--- src/rtl/parallel_io_ctrl.sv ---
// Memory-mapped parallel I/O controller for the single-cycle MIPS datapath.
// Decodes a 16-word window and provides synchronised inputs, registered outputs and sticky change flags.
module parallel_io_ctrl #(
  parameter int                DATA_W      = 8,
  parameter int                ADDR_W      = 8,
  parameter int                N_IN        = 2,
  parameter int                N_OUT       = 2,
  parameter logic [ADDR_W-1:0] IO_BASE     = 8'hF0,
  parameter int                SYNC_STAGES = 2
) (
  input  logic                    clk,
  input  logic                    rst_n,
  input  logic [ADDR_W-1:0]       address,
  input  logic                    we,
  input  logic [DATA_W-1:0]       wdata,
  input  logic [DATA_W-1:0]       mem_rdata,
  output logic                    mem_wren,
  output logic [DATA_W-1:0]       rdata,
  input  logic [N_IN*DATA_W-1:0]  din,
  output logic [N_OUT*DATA_W-1:0] dout,
  output logic [N_IN-1:0]         chg_flags,
  output logic                    chg_irq
);

  localparam int               CNT_W      = $clog2(SYNC_STAGES + 2);
  localparam logic [CNT_W-1:0] WARM_MAX   = CNT_W'(SYNC_STAGES + 1);
  localparam logic [3:0]       STATUS_OFF = 4'hF;
  localparam int               OUT_OFF    = 8;

  logic                    is_io;
  logic [3:0]              off;
  logic                    w1c;
  logic                    warm_done;

  logic [DATA_W-1:0]       sync_q [N_IN][SYNC_STAGES];
  logic [DATA_W-1:0]       prev_q [N_IN];
  logic [DATA_W-1:0]       dout_q [N_OUT];
  logic [DATA_W-1:0]       dout_d [N_OUT];
  logic [N_IN-1:0]         flags_q;
  logic [N_IN-1:0]         flags_d;
  logic [N_IN-1:0]         changed;
  logic [N_IN-1:0]         clr_mask;
  logic [CNT_W-1:0]        warm_q;
  logic [CNT_W-1:0]        warm_d;
  logic [DATA_W-1:0]       status;

  assign is_io    = (address[ADDR_W-1:4] == IO_BASE[ADDR_W-1:4]);
  assign off      = address[3:0];
  assign mem_wren = we & ~is_io;
  assign w1c      = we & is_io & (off == STATUS_OFF);

  // Warm-up masks change detection until the synchroniser and prev registers hold real data.
  assign warm_done = (warm_q == WARM_MAX);
  assign warm_d    = warm_done ? warm_q : warm_q + CNT_W'(1);

  always_ff @(posedge clk) begin
    if (!rst_n) begin
      for (int i = 0; i < N_IN; i++) begin
        prev_q[i] <= '0;
        for (int s = 0; s < SYNC_STAGES; s++) begin
          sync_q[i][s] <= '0;
        end
      end
    end else begin
      for (int i = 0; i < N_IN; i++) begin
        sync_q[i][0] <= din[i*DATA_W +: DATA_W];
        for (int s = 1; s < SYNC_STAGES; s++) begin
          sync_q[i][s] <= sync_q[i][s-1];
        end
        prev_q[i] <= sync_q[i][SYNC_STAGES-1];
      end
    end
  end

  always_comb begin
    changed = '0;
    for (int i = 0; i < N_IN; i++) begin
      changed[i] = warm_done && (sync_q[i][SYNC_STAGES-1] != prev_q[i]);
    end
  end

  // A new change outranks a W1C landing in the same cycle, so no event is lost.
  always_comb begin
    clr_mask = w1c ? wdata[N_IN-1:0] : '0;
    flags_d  = (flags_q & ~clr_mask) | changed;
  end

  always_comb begin
    for (int k = 0; k < N_OUT; k++) begin
      dout_d[k] = dout_q[k];
      if (we && is_io && (off == 4'(OUT_OFF + k))) begin
        dout_d[k] = wdata;
      end
    end
  end

  always_ff @(posedge clk) begin
    if (!rst_n) begin
      flags_q <= '0;
      warm_q  <= '0;
      for (int k = 0; k < N_OUT; k++) begin
        dout_q[k] <= '0;
      end
    end else begin
      flags_q <= flags_d;
      warm_q  <= warm_d;
      for (int k = 0; k < N_OUT; k++) begin
        dout_q[k] <= dout_d[k];
      end
    end
  end

  always_comb begin
    status             = '0;
    status[N_IN-1:0]   = flags_q;
  end

  // Unmapped offsets inside the window fall through to zero.
  always_comb begin
    rdata = '0;
    if (!is_io) begin
      rdata = mem_rdata;
    end else begin
      for (int i = 0; i < N_IN; i++) begin
        if (off == 4'(i)) rdata = sync_q[i][SYNC_STAGES-1];
      end
      for (int k = 0; k < N_OUT; k++) begin
        if (off == 4'(OUT_OFF + k)) rdata = dout_q[k];
      end
      if (off == STATUS_OFF) rdata = status;
    end
  end

  for (genvar k = 0; k < N_OUT; k++) begin : g_dout
    assign dout[k*DATA_W +: DATA_W] = dout_q[k];
  end

  assign chg_flags = flags_q;
  assign chg_irq   = |flags_q;

endmodule

--- config.mk ---
export PLATFORM = sky130hd
export DESIGN_NAME = parallel_io_ctrl
export DESIGN_NICKNAME = d
export VERILOG_FILES = /design/src/rtl/parallel_io_ctrl.sv
export SDC_FILE = /design/constraint.sdc
export NUM_CORES = 1
export LEC_CHECK = 0
export BUFFER_PORTS_ARGS = -buffer_cell sky130_fd_sc_hd__buf_2
export CAP_MARGIN = 20
export CORE_ASPECT_RATIO = 1.1
export CORE_UTILIZATION = 46
export DETAILED_ROUTE_END_ITERATION = 8
export PLACE_DENSITY = 0.74
export SYNTH_ARGS = -nofsm -noshare
export SYNTH_HDL_FRONTEND = slang
export SYNTH_SLANG_ARGS = --single-unit
--- constraint.sdc ---
create_clock -name clk -period 1.15 [get_ports clk]
set_input_delay 0.0575 -clock clk [delete_from_list [all_inputs] [get_ports clk]]
set_output_delay 0.0575 -clock clk [all_outputs]
set_load 0.02 [all_outputs]
Yosys cells after proc, flatten, opt, wreduce, memory -nomap -nowiden
Memory sizes are Yosys's and may differ from the RTL's.
Index checks and enable logic that the tools add are counted.
{"block": "classes", "eq_ne": 8, "n_reduce_logical": 7, "add_sub_neg": 1, "mux": 19, "bitwise": 15}
{"operator": "8-bit 2-to-1 mux", "n": 16}
{"operator": "4-bit == test (second input constant)", "n": 4}
{"operator": "8-bit inequality test", "n": 2}
{"operator": "1-bit OR", "n": 8}
{"operator": "1-bit logical AND", "n": 5}
{"operator": "4-bit by 1-bit == test with 1-bit output (second input constant)", "n": 1}
{"operator": "4-bit logical NOT", "n": 1}
{"operator": "1-bit bitwise AND", "n": 3}
{"operator": "2-bit by 1-bit adder with 2-bit output (second input constant)", "n": 1}
{"operator": "2-bit bitwise AND", "n": 1}
{"operator": "2-bit == test (second input constant)", "n": 1}
{"operator": "1-bit 2-to-1 mux", "n": 2}
{"operator": "2-bit 2-to-1 mux", "n": 1}
{"operator": "2-bit inverter", "n": 1}
{"operator": "2-bit OR", "n": 1}
{"operator": "2-bit OR reduction", "n": 1}
{"operator": "1-bit inverter", "n": 1}
{"block": "word_totals", "reg_bits": 4, "word_cells": 55, "memories": 3, "in_bits": 43, "mem_bits_rw": 64, "out_inout_bits": 28}
{"memory": "sync_q", "depth": 2, "width": 16, "read_ports": 2, "rd_ports_with_merged_regs": 0, "write_ports": 2, "line_no": "35", "rtl": "logic [DATA_W-1:0] sync_q [N_IN][SYNC_STAGES];"}
{"memory": "dout_q", "depth": 2, "width": 8, "read_ports": 2, "rd_ports_with_merged_regs": 0, "write_ports": 2, "line_no": "37", "rtl": "logic [DATA_W-1:0] dout_q [N_OUT];"}
{"memory": "prev_q", "depth": 2, "width": 8, "read_ports": 2, "rd_ports_with_merged_regs": 0, "write_ports": 2, "line_no": "36", "rtl": "logic [DATA_W-1:0] prev_q [N_IN];"}

Logic depth before layout (Yosys ltp)
{"block": "depth", "ltp_word": 7, "mapped_depth": 5, "mapped_depth_nobuf": 4}

Least setup slack after synthesis
Ideal clock, no wire load.
{"block": "synth_timing", "path_type": "reg2out", "start": "memory dout_q[0][0]", "end": "output rdata[0]", "t_arrival_ps": 1368, "t_required_ps": 1092, "stages_incl_launch_ff": 5, "path_slack_ps": -276, "path_buffers": 0, "path_cell_list": "dfxtp_1 -> mux2i_1 -> o21ai_0 -> a22oi_1 -> o31ai_1"}
{"element": "start: declaration", "line_no": "37"}
{"element": "end: declaration", "line_no": "18", "rtl": "output logic [DATA_W-1:0] rdata,"}

==> impl_metrics.prom <==
# TYPE chip_impl_metric gauge
chip_impl_info{name="run_status",value="finished with violations"} 1
chip_impl_info{name="failed_checks",value="setup timing"} 1
chip_impl_metric{name="p_comb_share",unit="%"} 12.3
chip_impl_metric{name="die_w",unit="microns"} 74.1
chip_impl_metric{name="cts_htree_levels",unit=""} 3
chip_impl_metric{name="place_hpwl",unit="mm"} 4.18
chip_impl_metric{name="diodes",unit=""} 0
chip_impl_metric{name="die_area",unit="sq mm"} 0.00602
chip_impl_metric{name="floorplan.rows",unit=""} 28
chip_impl_metric{name="post_synth_inst_count",unit=""} 229
chip_impl_metric{name="seq_power_share",unit="%"} 49.6
chip_impl_metric{name="finish.instance_area",unit="sq mm"} 0.00391
chip_impl_metric{name="final-hold-violation-count",unit=""} 0
chip_impl_metric{name="crit_required",unit="ns"} 1.09
chip_impl_metric{name="worstSkewPairLatency",unit="ns"} 0.34
chip_impl_metric{name="clock_sink_count",unit=""} 68
chip_impl_metric{name="start_util",unit="%"} 48.4
chip_impl_metric{name="die-height",unit="microns"} 81.3
chip_impl_metric{name="dp_worst_setup_slack",unit="ns"} -0.182
chip_impl_metric{name="dr_total_vias",unit=""} 2102
chip_impl_metric{name="synth.avg_cell_area",unit="sq um"} 11.5
chip_impl_metric{name="power.net_switching",unit="mW"} 1.20
chip_impl_metric{name="max_freq",unit="MHz"} 604
chip_impl_metric{name="globalplace.congestion",unit=""} 0.786
chip_impl_metric{name="final_layout_size_suffix_gt1_share",unit="%"} 47.8
chip_impl_metric{name="area.growth.synth_to_final",unit="%"} 48.7
chip_impl_metric{name="post-route-drc-count",unit=""} 0
chip_impl_metric{name="layout.filler_cells",unit=""} 397
chip_impl_metric{name="setup_viol",unit=""} 8
chip_impl_metric{name="cts_made_buffers",unit=""} 9
chip_impl_metric{name="antenna_found_initial",unit=""} 0
chip_impl_metric{name="first_global_vias",unit=""} 1964
chip_impl_metric{name="worst_slack_on_hold_paths",unit="ns"} 0.0475
chip_impl_metric{name="power_switching_share",unit="%"} 24.0
chip_impl_metric{name="synth_largest_type_area_fraction",unit="%"} 51.8
chip_impl_metric{name="timing.final.crit_period",unit="ns"} 1.66
chip_impl_metric{name="grt_pass1_wl",unit="mm"} 9.15
chip_impl_metric{name="pwr_density_cell",unit="mW/mm^2"} 1280
chip_impl_metric{name="finish.cell_count_without_fillers",unit=""} 443
chip_impl_metric{name="globalRoute.totalOverflow",unit=""} 0
chip_impl_metric{name="post_syn_nets",unit=""} 273
chip_impl_info{name="worstSetupEndpointType",value="output port"} 1
chip_impl_metric{name="min_period_over_period",unit="%"} 144
chip_impl_info{name="synthTopCellsByArea",value="dfxtp_1 (52%), and2_1 (12%), mux2i_1 (6.9%)"} 1
chip_impl_info{name="synth_flop_cell",value="dfxtp_1"} 1
chip_impl_metric{name="detail_route.first_pass.iterations",unit=""} 4
chip_impl_metric{name="placeableCoreArea",unit="sq mm"} 0.00543
chip_impl_info{name="synth.cells.most_frequent",value="dfxtp_1 (68), and2_1 (50), mux2i_1 (18), nor2b_1 (18), xnor2_1 (17)"} 1
chip_impl_metric{name="postSynthRegisterBits",unit=""} 68
chip_impl_metric{name="p_int",unit="mW"} 3.81
chip_impl_metric{name="async_flop_share",unit="%"} 0
chip_impl_metric{name="worst_vdd_rail_ir_drop",unit="mV"} 1.15
chip_impl_info{name="tritoncts_clock_tree",value="done"} 1
chip_impl_info{name="cts_root_buf",value="clkbuf_8"} 1
chip_impl_metric{name="pin_count",unit=""} 71
chip_impl_metric{name="count_of_nets_after_finishing",unit=""} 407
chip_impl_metric{name="placed_cell_area",unit="sq mm"} 0.00336
chip_impl_metric{name="synth.distinct_cells",unit=""} 29
chip_impl_metric{name="viasPerCell",unit=""} 4.74
chip_impl_metric{name="final.setup_skew",unit="ns"} 0.0112
chip_impl_metric{name="clock_path_buffers",unit=""} 2
chip_impl_metric{name="synth.yosys.warnings",unit=""} 0
chip_impl_metric{name="setup_ws",unit="ns"} -0.506
chip_impl_metric{name="port_buffer_cells",unit=""} 70
chip_impl_metric{name="timing.max_cap.violations",unit=""} 0
chip_impl_metric{name="tightestPinTransition",unit="ns"} 0.456
chip_impl_metric{name="detail-route-antenna-nets",unit=""} 0
chip_impl_metric{name="slew_headroom",unit="%"} 69.6
chip_impl_metric{name="final_util",unit="%"} 72.0
chip_impl_metric{name="wirelength",unit="mm"} 5.94
chip_impl_info{name="synthDominantAreaCellType",value="dfxtp_1"} 1
chip_impl_metric{name="finalMaxSlewViolations",unit=""} 0
chip_impl_metric{name="power_leakage",unit="nW"} 1.83
chip_impl_info{name="setup.worst_path.class",value="reg2out"} 1
chip_impl_metric{name="critical_path_peak_fanout",unit=""} 2
chip_impl_metric{name="cp.arrival",unit="ns"} 1.60
chip_impl_metric{name="global_route.usage.total",unit="%"} 21.5
chip_impl_metric{name="synth-edff-count",unit=""} 0
chip_impl_info{name="setup.worst_path.start_class",value="flip-flop"} 1
chip_impl_metric{name="pin_count_of_the_biggest_net_entering_global_routing",unit=""} 35
chip_impl_metric{name="place_inst",unit=""} 400
chip_impl_metric{name="clk_pin_slew_worst_paths",unit="ns"} 0.08
chip_impl_metric{name="drt-initial-drc-count",unit=""} 71
chip_impl_info{name="worst_hold_path_type",value="in2reg"} 1
chip_impl_info{name="grt_setup_unrepaired",value="yes"} 1
chip_impl_metric{name="drt-wirelength-per-cell",unit="microns"} 13.4
chip_impl_metric{name="totalPowerFinal",unit="mW"} 5.01
chip_impl_info{name="synthMostInstantiatedCell",value="dfxtp_1"} 1
chip_impl_metric{name="share_clk_of_total_power",unit="%"} 38.1
chip_impl_metric{name="synth.cell_area",unit="sq mm"} 0.00263
chip_impl_metric{name="synth_seq_area_share",unit="%"} 51.8
chip_impl_metric{name="totalNegativeSetupSlack",unit="ns"} -3.20
-- worst max-delay path, cell delays in order (launching register included) --
cell and delay, ns:
dfxtp_2 0.33, mux4_2 0.46, a221oi_2 0.28, nor2_2 0.05
buf_6 0.13
-- state kept, by name (all words and copies together), names as in the netlist --
register and count:
prev_q 16, chg_flags 2, warm_q 2, dout_q 16, sync_q 32
-- cell type report --
| type | count | area, sq um | area share (%) |
|---|---|---|---|
| Tap cell | 75 | 93.8 | 2.40 |
| Clock inverter | 7 | 72.6 | 1.86 |
| Timing Repair Buffer | 134 | 967 | 24.7 |
| Sequential cell | 68 | 1420 | 36.2 |
| Clock buffer | 9 | 124 | 3.17 |
| Multi-Input combinational cell | 150 | 1240 | 31.6 |
-- path summary, 6_finish.rpt --
path            startpoint  cells past startpoint           end  slack [ns]
max reg2reg   sync_q[1][3]                      5  chg_flags[1]        0.07
min reg2reg  sync_q[1][13]                      1  sync_q[1][5]        0.43
max           sync_q[0][1]                      4      rdata[1]       -0.51
min               wdata[0]                      3  dout_q[0][0]        0.05
-- routing by layer --
layer / up-vias / wire length, microns / GRT usage (%)
met2: 72 / 2990 / 37.6
met3: 10 / 317 / 5.96
met5: - / 0 / 0
met4: 0 / 112 / 10.0
li1: 1046 / - / -
met1: 974 / 2520 / 23.8
-- cell usage in the layout (no fill, tap or decap), types with 2 or more instances in the layout --
cell and count:
nand4_2 2, nor2_2 2, inv_4 2, buf_6 9, nand4_1 7, buf_12 2
and2_1 50, mux4_2 7, a22o_1 5, dfxtp_1 41, o21ai_1 2, dfxtp_2 19
buf_2 61, buf_4 40, nand3_1 2, nor2b_1 18, xnor2_1 16, dlygate4sd3_1 22
dfxtp_4 8, mux2i_1 18, nand2_1 3, nor2_1 3, clkbuf_8 9
-- power groups by stage --
| stage | logic [mW] | clock network [mW] | registers (mW) |
|---|---|---|---|
| 2_1_floorplan | 0.285 | 0 | 2.54 |
| 3_3_place_gp | 0.489 | 0 | 2.54 |
| 3_5_place_dp | 0.499 | 0 | 2.54 |
| 4_1_cts | 0.612 | 1.98 | 2.49 |
| 5_1_grt | 0.677 | 2.07 | 2.49 |
| 6_report | 0.618 | 1.91 | 2.48 |
-- what timing repair did --
item / in CTS / in global routing
resized for setup: 34 / 7
endpoints found under the hold margin: 28 / 0
pin swaps: 8 / 4
endpoints found under the setup margin: 9 / 9
buffers inserted: 5 / 0
hold buffers: 22 / 0
-- cells by family (layout without fill, tap and decap cells) --
family                   count (synthesis)  after routing  share of synthesized area, %
buffers and inverters                   11            150                          1.95
flip-flops                              68             68                          51.8
AO/OA/AOI/OAI                           13             13                          4.09
multiplexers                            25             25                          13.7
AND/OR/NAND/NOR                         94             94                          22.4
XOR/XNOR                                17             17                          5.66
adder cells (fa/ha/maj)                  1              1                         0.476
No activity file was read; power rests on OpenSTA's default activity.
